--- src/rtl/bill_change_subtractor.sv ---
// Bit-serial change calculator: diff = paid - bill, one bit per clock, LSB first.
// Sits downstream of the bill-total adder and feeds the change display/dispense
// logic; the controller sequences it with start and watches busy/done.
module bill_change_subtractor #(
  parameter int WIDTH = 13
) (
  input  logic             clk,
  input  logic             rst_n,
  input  logic             start,
  input  logic [WIDTH-1:0] paid,
  input  logic [WIDTH-1:0] bill,
  output logic             busy,
  output logic             done,
  output logic [WIDTH-1:0] diff,
  output logic             borrow
);

  localparam int CW = $clog2(WIDTH + 1);
  localparam logic [CW-1:0] LAST_BIT = CW'(WIDTH - 1);

  typedef enum logic [1:0] {
    IDLE  = 2'd0,
    SHIFT = 2'd1,
    DONE  = 2'd2
  } state_t;

  state_t           state;
  state_t           state_nxt;

  logic [WIDTH-1:0] paid_sr;
  logic [WIDTH-1:0] bill_sr;
  logic [WIDTH-1:0] res_sr;
  logic             br;
  logic [CW-1:0]    cnt;

  logic             a;
  logic             b;
  logic             d;
  logic             br_nxt;
  logic             last_bit;

  // One full-subtractor stage on the current LSBs.
  assign a        = paid_sr[0];
  assign b        = bill_sr[0];
  assign d        = a ^ b ^ br;
  assign br_nxt   = (~a & b) | (~(a ^ b) & br);
  assign last_bit = (cnt == LAST_BIT);

  // Status decodes straight from state, so reset clears them asynchronously.
  assign busy = (state == SHIFT);
  assign done = (state == DONE);

  // State register.
  always_ff @(posedge clk or negedge rst_n) begin
    // NOTE: sequential state uses non-blocking (<=) so every flop samples
    // pre-edge values and simulation ordering cannot change the result.
    if (!rst_n) begin
      state <= IDLE;
    end else begin
      state <= state_nxt;
    end
  end

  // Next-state logic: start only matters in IDLE; DONE lasts one cycle.
  always_comb begin
    // NOTE: default assigned first so no path leaves state_nxt unassigned,
    // which would otherwise infer a latch.
    state_nxt = state;
    unique case (state)
      IDLE:    if (start) state_nxt = SHIFT;
      SHIFT:   if (last_bit) state_nxt = DONE;
      DONE:    state_nxt = IDLE;
      default: state_nxt = IDLE;
    endcase
  end

  // Datapath: capture on the accepting edge, one bit per SHIFT edge, publish
  // diff/borrow only on the completing edge so partial results never show.
  always_ff @(posedge clk or negedge rst_n) begin
    if (!rst_n) begin
      paid_sr <= '0;
      bill_sr <= '0;
      res_sr  <= '0;
      br      <= 1'b0;
      cnt     <= '0;
      diff    <= '0;
      borrow  <= 1'b0;
    end else begin
      unique case (state)
        IDLE: begin
          if (start) begin
            paid_sr <= paid;
            bill_sr <= bill;
            br      <= 1'b0;
            cnt     <= '0;
          end
        end
        SHIFT: begin
          res_sr  <= {d, res_sr[WIDTH-1:1]};
          paid_sr <= paid_sr >> 1;
          bill_sr <= bill_sr >> 1;
          br      <= br_nxt;
          cnt     <= cnt + CW'(1);
          if (last_bit) begin
            diff   <= {d, res_sr[WIDTH-1:1]};
            borrow <= br_nxt;
          end
        end
        default: ;
      endcase
    end
  end

endmodule

--- config.mk ---
export PLATFORM = sky130hd
export DESIGN_NAME = bill_change_subtractor
export DESIGN_NICKNAME = d
export VERILOG_FILES = /design/src/rtl/bill_change_subtractor.sv
export SDC_FILE = /design/constraint.sdc
export NUM_CORES = 1
export LEC_CHECK = 0
export CORE_UTILIZATION = 53
export CTS_CLUSTER_SIZE = 8
export DETAILED_ROUTE_END_ITERATION = 7
export HOLD_SLACK_MARGIN = 0.12
export PLACE_DENSITY_LB_ADDON = 0.12
export SYNTH_ARGS = -nofsm -noshare
export SYNTH_HDL_FRONTEND = slang
export SYNTH_SLANG_ARGS = --single-unit
--- constraint.sdc ---
create_clock -name clk -period 2 [get_ports clk]
set_clock_uncertainty 0.1 [all_clocks]
set_input_delay 0.3 -clock clk [delete_from_list [all_inputs] [get_ports clk]]
set_output_delay 0.3 -clock clk [all_outputs]
set_load 0.005 [all_outputs]
* After elaboration in Yosys (flattened, before gate mapping)
Index checks and enable logic that the tools add are counted.
** Word-level totals
- Bits of input ports :: 29
- Logic and storage cells :: 37
- Latch bits :: 0
- Memories :: 0
- Memory bits (writable) :: 0
- ROM bits :: 0
- Bits in registers :: 60
** Cells by class
- Equal/unequal tests :: 5
- Reductions and logical operators :: 5
- Shifts and indexed selects :: 0
- $mul :: 0
- Bitwise operators :: 7
- Mux-type cells :: 11
- $add $sub $neg :: 1
- $lt $le $gt $ge :: 0
- Divide/modulo/power cells :: 0
** Operator list (number)
- $pmux W13 S2 :: 2
- $mux W13 :: 2
- $pmux W4 S2 :: 1
- $reduce_and A2 Y1 :: 3
- $add A4 B1 Y4 const B :: 1
- $eq A4 B4 Y1 const B :: 1
- $mux W2 :: 2
- $mux W4 :: 1
- $pmux W2 S2 :: 1
- $and A1 B1 Y1 :: 2
- $eq A2 B1 Y1 const B :: 1
- $eq A2 B2 Y1 const B :: 1
- $logic_not A2 Y1 :: 1
- $ne A2 B1 Y1 const B :: 1
- $ne A2 B2 Y1 const B :: 1
- $not A1 Y1 :: 2
- $pmux W1 S2 :: 1
- $reduce_bool A2 Y1 :: 1
- $xor A1 B1 Y1 :: 2
- $mux W1 :: 1
- $or A1 B1 Y1 :: 1

* Depth between registers and ports, before layout
Gate-level depths: netlist of run 1.
- Depth after elaboration :: 5
- Gate-level depth with buffers :: 6

* Least setup slack after synthesis of run 1
No wires, ideal clock.
- Path kind :: flip-flop to flip-flop
- From :: reg cnt[0]
- To :: reg diff[10]
- Setup time :: 0.125 ns
- Path buffers :: 1
- Arrival time :: 1.376 ns
- Cell stages (with the launch flop) :: 7
- Slack :: 0.399 ns
- Required time :: 1.775 ns
- Cells stage by stage :: dfrtp_1 -> inv_1 -> ha_1 -> nand3_1 -> nor2_8 -> buf_12 -> mux2_4
** On the way
- Longest elaborated chain between the ends :: 2
** Ends and longest elaborated chain
- from (decl) :: line 34 : logic [CW-1:0] cnt;
- from (signal assigned) :: line 103 : cnt <= cnt + CW'(1);
- $eq A4 B4 Y1 :: line 47 : assign last_bit = (cnt == LAST_BIT);
- $reduce_and A2 Y1 (no source line)
- to (signal assigned) :: line 105 : diff <= {d, res_sr[WIDTH-1:1]};
- to (decl) :: line 14 : output logic [WIDTH-1:0] diff,
No other way between the ends.
A chain may end at the register's enable or synchronous reset.

* Worst setup path in the final report of run 1
- From :: reg state[1]
- To :: out busy
** On the way
- Longest elaborated chain between the ends :: 1
** Ends and longest elaborated chain
- from (decl) :: line 27 : state_t state;
- from (signal assigned) :: line 60 : state <= state_nxt;
- $eq A2 B1 Y1 :: line 50 : assign busy = (state == SHIFT);
- to (decl) :: line 12 : output logic busy,
No other way between the ends.

==> impl_metrics.csv, run 1 <==
group,metric,value,unit
synthesis,ys_seq_elements,59,
synthesis,ys.flop_type,"dfrtp_1",
run_status,outcome,"finished, final reports clean",
synthesis,async_flop_share,100,%
flow_run,cap_violations,0,
worst_setup_path,crit_arrival,1.51,ns
floorplanning,start_util,56.4,%
routing,drcViolationCount,0,
grt,grt_pass1_vias,1975,
clocking,clock_sinks,59,
grt,track_usage,23.3,%
synthesis,synth.distinct_cells,30,
synthesis,syn-instance-count,258,
placement,dp_cells,361,
timing,relSlewSlack,72.0,%
floorplanning,num_io_pins,45,
timing,period_share,95.4,%
worst_setup_path,cp_max_fo,6,
worst_setup_path,cp-start-kind,"register",
worst_setup_path,required,1.60,ns
routing,via_count,2060,
worst_setup_path,end_kind,"output pin",
floorplanning,design.die.area,5420,µm²
min_path,hold_path_class,"primary input to asynchronous set/reset pin",
grt,grt_max_degree,43,
cells_and_area,area_delta_synth_final,27.3,%
cells_and_area,fin_cells,378,
clocking,cts_root_buf,"clkbuf_8",
cells_and_area,drive_above_1_share,13.8,%
clocking,cts_tree,"built",
power,power.density,1460,nW/µm²
clocking,post-cts-setup-buffer-count,0,
grt,grt_pass1_wl,9310,µm
synthesis,syn_area_per_cell,10.5,µm²
routing,routed_wl,5600,µm
floorplanning,core,4820,µm²
clocking,clk_latency,0.34,ns
clocking,clk_path_buf_depth,2,
timing,finalMaxSlewViolations,0,
grt,grt_overflow,0,
timing,tightest_slew,0.421,ns
timing,fmax,524,MHz
timing,rsz0062_at_grt,"false",
cells_and_area,fillers,367,
power,leakagePower,0.00156,µW
clocking,clk_pin_slew,0.07,ns
clocking,cts-buffers-inserted,9,
cells_and_area,fin_nets,338,
cells_and_area,n_antenna_cell,0,
clocking,h-tree-depth,3,
synthesis,yosysSeqAreaShare,54.3,%
synthesis,syn_nets,290,
synthesis,synthesis.area,2720,µm²
placement,port_buffers,44,
grt,antenna_found_initial,0,
cells_and_area,multi_input_area,1120,µm²
synthesis,synth_edf_count,0,
routing,dr.pass1.iters,4,
routing,vias_per_cell,5.45,
floorplanning,dieWidth,73.6,µm
synthesis,yosys_warnings,0,
timing,period_minus_slack,1.91,ns
routing,antenna_left,0,
routing,avgRoutedWirePerCell,14.8,µm
floorplanning,num_rows,25,
power,vdd_ir_drop_max,0.719,mV
power,total_power,5060,µW
timing,finalSetupTns,0,ns
placement,place.gp.congestion,0.742,
timing,setup_viol,0,
placement,hpwl,3520,µm
floorplanning,dieHeight,73.6,µm
timing,hold_viol,0,
routing,first_iter_violations,134,
worst_setup_path,timing_worst_setup_path_type,"register to output pin",
cells_and_area,register_area,1480,µm²
[layout by cell type, fill, tap and decap left out, drive strengths merged, types with 2 or more instances in the layout]
cell | Yosys | routed
a21oi | 25 | 25
a22o | 2 | 2
a22oi | 22 | 22
and2b | 4 | 4
and3b | 2 | 2
buf | 10 | 10
bufinv | 0 | 2
clkbuf | 7 | 12
clkdlybuf4s50 | 0 | 43
dfrtp | 59 | 59
ha | 2 | 2
inv | 6 | 6
mux2 | 14 | 14
nand2 | 43 | 43
nand3 | 4 | 4
nor2 | 2 | 2
nor2b | 21 | 21
o21ai | 28 | 28
[kinds of logic after synthesis]
| group | after synthesis | share of synthesized area [%] |
|---|---|---|
| adders and majority gates | 3 | 1.66 |
| muxes | 15 | 7.27 |
| DFF | 59 | 54.3 |
| buffers and inverters | 23 | 4.60 |
| AOI/OAI and AO/OA | 80 | 17.5 |
| and+or+nand+nor | 78 | 14.6 |
[registers in the layout (all words and copies together), names as in the netlist]
signal / count
bill_sr: 13
diff: 13
paid_sr: 13
res_sr: 12
cnt: 4
state: 2
borrow: 1
br: 1
[what timing repair did]
action / 4_1_cts / 5_1_grt
setup endpoints to repair: 1 / 0
resized for setup: 2 / 0
endpoints found under the hold margin: 17 / 0
hold buffers: 1 / 0
[routing by layer]
layer	part of all wire, %	wire [µm]	up-vias	track usage [%]
met1	46	2560	1014	29.1
met5	0	0	-	0
met2	48	2690	42	38.2
li1	-	-	992	-
met4	2.2	121	0	12.2
met3	4.0	223	12	4.66
[critical path: stages (launching register included)]
cell,delay [ns]
dfrtp_1,0.40
nand2b_4,0.20
inv_2,0.07
clkdlybuf4s50_1,0.50
[path summary, 6_finish.rpt]
path / from / end / slack (ns) / cells past startpoint
hold reg to reg: res_sr[1] / res_sr[1] / 0.37 / 2
hold / removal: rst_n / res_sr[11] / 0.32 / 2
setup reg to reg: cnt[0] / diff[1] / 0.23 / 5
setup / recovery: state[1] / busy / 0.09 / 3
min in group clk: res_sr[1] / res_sr[1] / 0.37 / 2
max in group asynchronous: rst_n / bill_sr[2] / 0.91 / 3
[area by class of cell]
| cell class | instances | share of cell area, % |
|---|---|---|
| clock inverter | 4 | 2.10 |
| timing repair buffer | 54 | 15.2 |
| multi-input combinational | 176 | 32.5 |
| sequential | 59 | 42.7 |
| clock buffer | 12 | 4.48 |
| tap | 67 | 2.42 |
| inverter | 6 | 0.651 |
[stage by stage]
stage | hold WS (ns) | util [%] | cell area (µm²) | setup slack (ns)
global route | 0.387 | 71.8 | 3460 | 0.0463
finish | 0.318 | 71.8 | 3460 | 0.0921
global placement | 0.159 | 66.7 | 3210 | 0.287
CTS | 0.336 | 71.8 | 3460 | 0.0792
detailed placement | 0.162 | 66.7 | 3210 | 0.235
floorplan | -0.0956 | - | 2720 | 0.399
[synth_stat cells, drive strengths merged, types with 2 or more instances]
cell,count,area [µm²]
dfrtp,59,1480
nand2,43,161
o21ai,28,140
a21oi,25,125
a22oi,22,165
nor2b,21,131
mux2,14,188
buf,10,76.3
clkbuf,7,26.3
inv,6,22.5
and2b,4,30.0
nand3,4,20.0
a22o,2,17.5
and3b,2,17.5
ha,2,25.0
nor2,2,23.8
[where the power goes]
part / switching, µW / internal, µW
Sequential: 362 / 1700
Combinational: 820 / 936
Clock: 472 / 768
Total: 1650 / 3410
No activity file was read; power rests on OpenSTA's default activity.
==> run 2: changes to the inputs <==
--- a/config.mk
+++ b/config.mk
@@ -10,6 +10,8 @@
 export DETAILED_ROUTE_END_ITERATION = 7
 export HOLD_SLACK_MARGIN = 0.12
 export PLACE_DENSITY_LB_ADDON = 0.12
+export RECOVER_POWER = 100
 export SYNTH_ARGS = -nofsm -noshare
 export SYNTH_HDL_FRONTEND = slang
 export SYNTH_SLANG_ARGS = --single-unit
+export TNS_END_PERCENT = 20
==> run 2 against run 1 <==
Compared with the run above: core utilization fell by 1.1 points; largest power group unchanged; largest cell class unchanged; clock-buffer cell count stayed put; critical endpoint unchanged; combinational power shrank 9%; hold slack improved by 0.055 ns; register-to-register slack worse by 0.04 ns.
==> impl_metrics.csv, run 2 (synthesis results as in run 1) <==
group,metric,value,unit
run_status,outcome,"finished, final reports clean",
routing,vias_per_cell,5.46,
floorplanning,start_util,56.4,%
floorplanning,core,4820,µm²
grt,track_usage,23.3,%
power,power.density,1440,nW/µm²
cells_and_area,final_common_cell,"dfrtp_1",
floorplanning,num_rows,25,
timing,fmax,522,MHz
grt,antenna_found_initial,0,
clocking,clk_path_buf_depth,2,
routing,dr.pass1.iters,5,
clocking,cts_tree,"built",
timing,finalMaxSlewViolations,0,
clocking,clk_pin_slew,0.07,ns
clocking,clock_sinks,59,
placement,place.gp.congestion,0.742,
routing,avgRoutedWirePerCell,14.8,µm
floorplanning,dieHeight,73.6,µm
routing,drcViolationCount,0,
worst_setup_path,required,1.60,ns
power,leakagePower,0.00156,µW
worst_setup_path,r2r_end,"paid_sr[6]",
cells_and_area,final_cell_mix,"dfrtp_1 (59), nand2_1 (43), clkdlybuf4s50_1 (29)",
worst_setup_path,critPathLaunch,"state[1]",
worst_setup_path,reg2reg_from,"state[0]",
routing,via_count,2064,
power,total_power,4890,µW
grt,grt_max_degree,43,
clocking,cts_root_buf,"clkbuf_8",
timing,period_minus_slack,1.91,ns
timing,setup_viol,0,
grt,grt_pass1_vias,1975,
min_path,hp-start,"res_sr[1]",
cells_and_area,fillers,384,
routing,antenna_left,0,
timing,relSlewSlack,35.4,%
timing,rsz0062_at_grt,"false",
floorplanning,design.die.area,5420,µm²
worst_setup_path,ff2ff_setup_slack,0.19,ns
worst_setup_path,crit_path_end,"busy",
clocking,h-tree-depth,3,
cells_and_area,design_area,3410,µm²
grt,grt_overflow,0,
cells_and_area,register_area,1480,µm²
power,vdd_ir_drop_max,0.706,mV
timing,finalSetupTns,0,ns
cells_and_area,multi_input_area,1090,µm²
grt,grt_pass1_wl,9310,µm
placement,port_buffers,44,
routing,routed_wl,5610,µm
worst_setup_path,cp_max_fo,6,
worst_setup_path,crit_arrival,1.51,ns
worst_setup_path,timing_worst_setup_path_type,"register to output pin",
min_path,hold_path_class,"register to register",
timing,tightest_slew,0.969,ns
clocking,cts-buffers-inserted,9,
floorplanning,dieWidth,73.6,µm
placement,placed_area,3210,µm²
worst_setup_path,worstRegToRegCells,5,
routing,first_iter_violations,127,
worst_setup_path,end_kind,"output pin",
cells_and_area,n_antenna_cell,0,
timing,hold_viol,0,
floorplanning,num_io_pins,45,
timing,period_share,95.7,%
cells_and_area,reg_top3,"bill_sr x13, diff x13, paid_sr x13",
placement,hpwl,3520,µm
cells_and_area,drive_above_1_share,10.3,%
cells_and_area,fin_nets,338,
clocking,clk_latency,0.33,ns
flow_run,cap_violations,0,
cells_and_area,area_delta_synth_final,25.4,%
worst_setup_path,cp-start-kind,"register",
-- run 2: worst min-delay path by stage --
stage,to,slack (ns),cells past startpoint
finish,res_sr[1],0.37,2
global route,diff[4],0.41,1
CTS,paid_sr[1],0.34,2
detailed placement,paid_sr[4],0.16,1
global placement,paid_sr[4],0.16,1
floorplan,bill_sr[0],-0.1,0
-- run 2: per-stage QoR --
stage	util, %	setup slack, ns	hold WS, ns	std cells
after floorplan	-	0.399	-0.0956	258
after global placement	66.7	0.287	0.159	361
after detailed placement	66.7	0.235	0.162	361
after CTS	71.8	0.0792	0.336	378
after global routing	70.8	0.0294	0.405	378
final	70.8	0.0850	0.372	378
-- run 2: worst max-delay path, cell delays in order, from the launching register on --
cell	delay (ns)
dfrtp_1	0.40
nand2b_4	0.20
inv_1	0.09
clkdlybuf4s50_1	0.50
-- run 2: metal layers --
metal  track usage, %  part of all wire [%]
met1             29.1                    46
met2             38.2                    48
met5                0                     0
met4             12.2                   2.1
met3             4.66                   3.8
-- run 2: layout make-up --
type                    instances  share of cell area [%]
clock buffers                  12                    4.55
clock inverters                 4                    2.13
inverters                       6                   0.661
multi-input cells             176                    32.0
flip-flops and latches         59                    43.3
well taps                      67                    2.46
repair buffers                 54                    14.9
-- run 2: what timing repair did --
item	in CTS	in global routing
hold endpoints to repair	17	0
resized for setup	2	0
hold buffers	1	0
buffers inserted	0	0
setup endpoints to repair	1	0
-- run 2: report_power, final --
group          total (µW)  leakage (µW)  switching [µW]  internal (µW)
Sequential           2050      0.000761             349           1700
Combinational        1610      0.000686             816            796
Clock                1230      0.000113             462            768
==> run 3: changes to the inputs <==
--- a/config.mk
+++ b/config.mk
@@ -5,7 +5,7 @@
 export SDC_FILE = /design/constraint.sdc
 export NUM_CORES = 1
 export LEC_CHECK = 0
-export CORE_UTILIZATION = 53
+export CORE_UTILIZATION = 30
 export CTS_CLUSTER_SIZE = 8
 export DETAILED_ROUTE_END_ITERATION = 7
 export HOLD_SLACK_MARGIN = 0.12
==> run 3 against run 2 <==
Compared with the run above: via count is 0.68% lower; die area is 74% higher; first-iteration DRC count is 14% lower; sequential power hardly changed; register-to-register slack better by 0.03 ns; hold slack better by 0.0028 ns; sequential share of layout area is 0.66 points lower; total power is 0.86% higher; non-clock buffer count is 2 higher; clock-buffer cell count stayed put; critical path type unchanged; largest cell class unchanged; highest routed layer unchanged.
==> impl_metrics.csv, run 3 (synthesis results as in run 1) <==
group,metric,value,unit
floorplanning,core,8760,µm²
timing,fmax,528,MHz
floorplanning,design.die.area,9440,µm²
clocking,post-cts-setup-buffer-count,0,
timing,rsz0062_at_grt,"false",
worst_setup_path,crit_arrival,1.49,ns
timing,holdWs,0.375,ns
worst_setup_path,ff2ff_setup_slack,0.22,ns
min_path,hold_path_class,"register to register",
worst_setup_path,critical_path.top_delay_family,"buffers and inverters",
routing,vias_per_cell,4.87,
placement,place.gp.congestion,0.722,
timing,finalMaxSlewViolations,0,
run_status,outcome,"finished, final reports clean",
floorplanning,num_io_pins,45,
cells_and_area,area_delta_synth_final,27.3,%
worst_setup_path,cp_max_fo,4,
power,vdd_ir_drop_max,0.550,mV
grt,antenna_found_initial,0,
clocking,h-tree-depth,3,
grt,grt_overflow,0,
routing,routed_wl,6420,µm
clocking,clk_pin_slew,0.07,ns
timing,period_minus_slack,1.89,ns
worst_setup_path,end_kind,"output pin",
routing,avgRoutedWirePerCell,15.2,µm
worst_setup_path,required,1.60,ns
routing,drcViolationCount,0,
timing,tightest_slew,0.800,ns
worst_setup_path,reg2reg_from,"cnt[0]",
routing,first_iter_violations,109,
grt,grt_pass1_wl,11000,µm
worst_setup_path,cp.buffers_inverters,1,
cells_and_area,n_antenna_cell,0,
worst_setup_path,timing_worst_setup_path_type,"register to output pin",
floorplanning,dieWidth,97.2,µm
worst_setup_path,r2r_end,"diff[12]",
power,power.density,1430,nW/µm²
cells_and_area,final_cell_mix,"dfrtp_1 (59), nand2_1 (43), clkdlybuf4s50_1 (28)",
floorplanning,start_util,31.0,%
placement,port_buffers,44,
routing,via_count,2050,
grt,grt_pass1_vias,2097,
min_path,min_to,"res_sr[1]",
clocking,clk_path_buf_depth,2,
cells_and_area,reg_top3,"bill_sr x13, diff x13, paid_sr x13",
grt,track_usage,15.1,%
clocking,cts_tree,"built",
clocking,clk_latency,0.33,ns
clocking,clock_sinks,59,
cells_and_area,fin_nets,340,
floorplanning,dieHeight,97.2,µm
routing,antenna_left,0,
clocking,cts_root_buf,"clkbuf_8",
timing,relSlewSlack,46.7,%
routing,dr.pass1.iters,4,
floorplanning,num_rows,34,
timing,hold_viol,0,
cells_and_area,fillers,891,
flow_run,cap_violations,0,
clocking,cts-buffers-inserted,9,
cells_and_area,drive_above_1_share,10.5,%
clocking,ctsResizeCount,0,
timing,setup_viol,0,
placement,dp_cells,404,
cells_and_area,final_common_cell,"dfrtp_1",
min_path,hold-path-cell-count,2,
grt,grt_max_degree,36,
timing,period_share,94.6,%
worst_setup_path,slowest_delay,0.59,ns
worst_setup_path,cp-start-kind,"register",
timing,finalSetupTns,0,ns
worst_setup_path,worstRegToRegCells,5,
min_path,hp-start,"res_sr[1]",
worst_setup_path,cp_cell_sequence,"nor2b_1 -> dlygate4sd3_1",
worst_setup_path,cpMaxStageDelayCell,"dlygate4sd3_1",
placement,hpwl,4090,µm
cells_and_area,fin_cells,421,
power,leakagePower,0.00156,µW
[run 3: cell count changes in the layout (fill, tap and decap cells not counted), sizes merged]
cell and delta:
buf +1, clkbuf +1, clkdlybuf4s50 -1, dlygate4sd3 +1
[run 3: worst register-to-register path: stages, from the launching register on]
cell     delay, ns
dfrtp_1       0.42
inv_1         0.07
ha_1          0.16
nand3_1       0.12
nor2_4        0.40
mux2_2        0.40
[run 3: layout make-up]
cell class / count / area [µm²] / area share [%]
well taps: 108 / 135 / 3.90
flip-flops and latches: 59 / 1480 / 42.7
inverters: 6 / 22.5 / 0.651
clock buffers: 12 / 155 / 4.48
multi-input cells: 176 / 1070 / 31.0
repair buffers: 56 / 526 / 15.2
clock inverters: 4 / 72.6 / 2.10
[run 3: worst max path at each step]
stage	start	end	slack (ns)	cells after the start
2_1_floorplan	cnt[0]	diff[10]	0.40	6
3_3_place_gp	cnt[0]	diff[1]	0.27	5
3_5_place_dp	cnt[0]	diff[12]	0.25	5
4_1_cts	state[1]	busy	0.06	3
5_1_grt	state[1]	busy	0.005	3
6_report	state[0]	done	0.11	2
[run 3: routing by layer]
layer  track usage [%]  vias to the layer above  routed length [µm]
met4              5.51                        0                  89
met1              20.6                     1012                3140
met5                 0                        -                   0
li1                  -                      992                   -
met3              4.46                       10                 254
met2              22.6                       36                2930
[run 3: per-stage QoR]
stage          total power, µW  utilization [%]  area (µm²)  setup WS (ns)
2_1_floorplan             3170                -        2720          0.399
3_3_place_gp              3910             37.6        3290          0.267
3_5_place_dp              3920             37.6        3290          0.245
4_1_cts                   5200             40.3        3530         0.0641
5_1_grt                   5350             39.5        3460        0.00465
6_report                  4930             39.5        3460          0.107
[run 3: report_power, final]
part           switching (µW)  internal [µW]  total (µW)
Clock                     469            768        1240
Combinational             839            808        1650
Sequential                349           1700        2050
[run 3: repair_timing]
action | in CTS | in global routing
hold endpoints to repair | 22 | 0
endpoints found under the setup margin | 0 | 0
hold buffers | 1 | 0
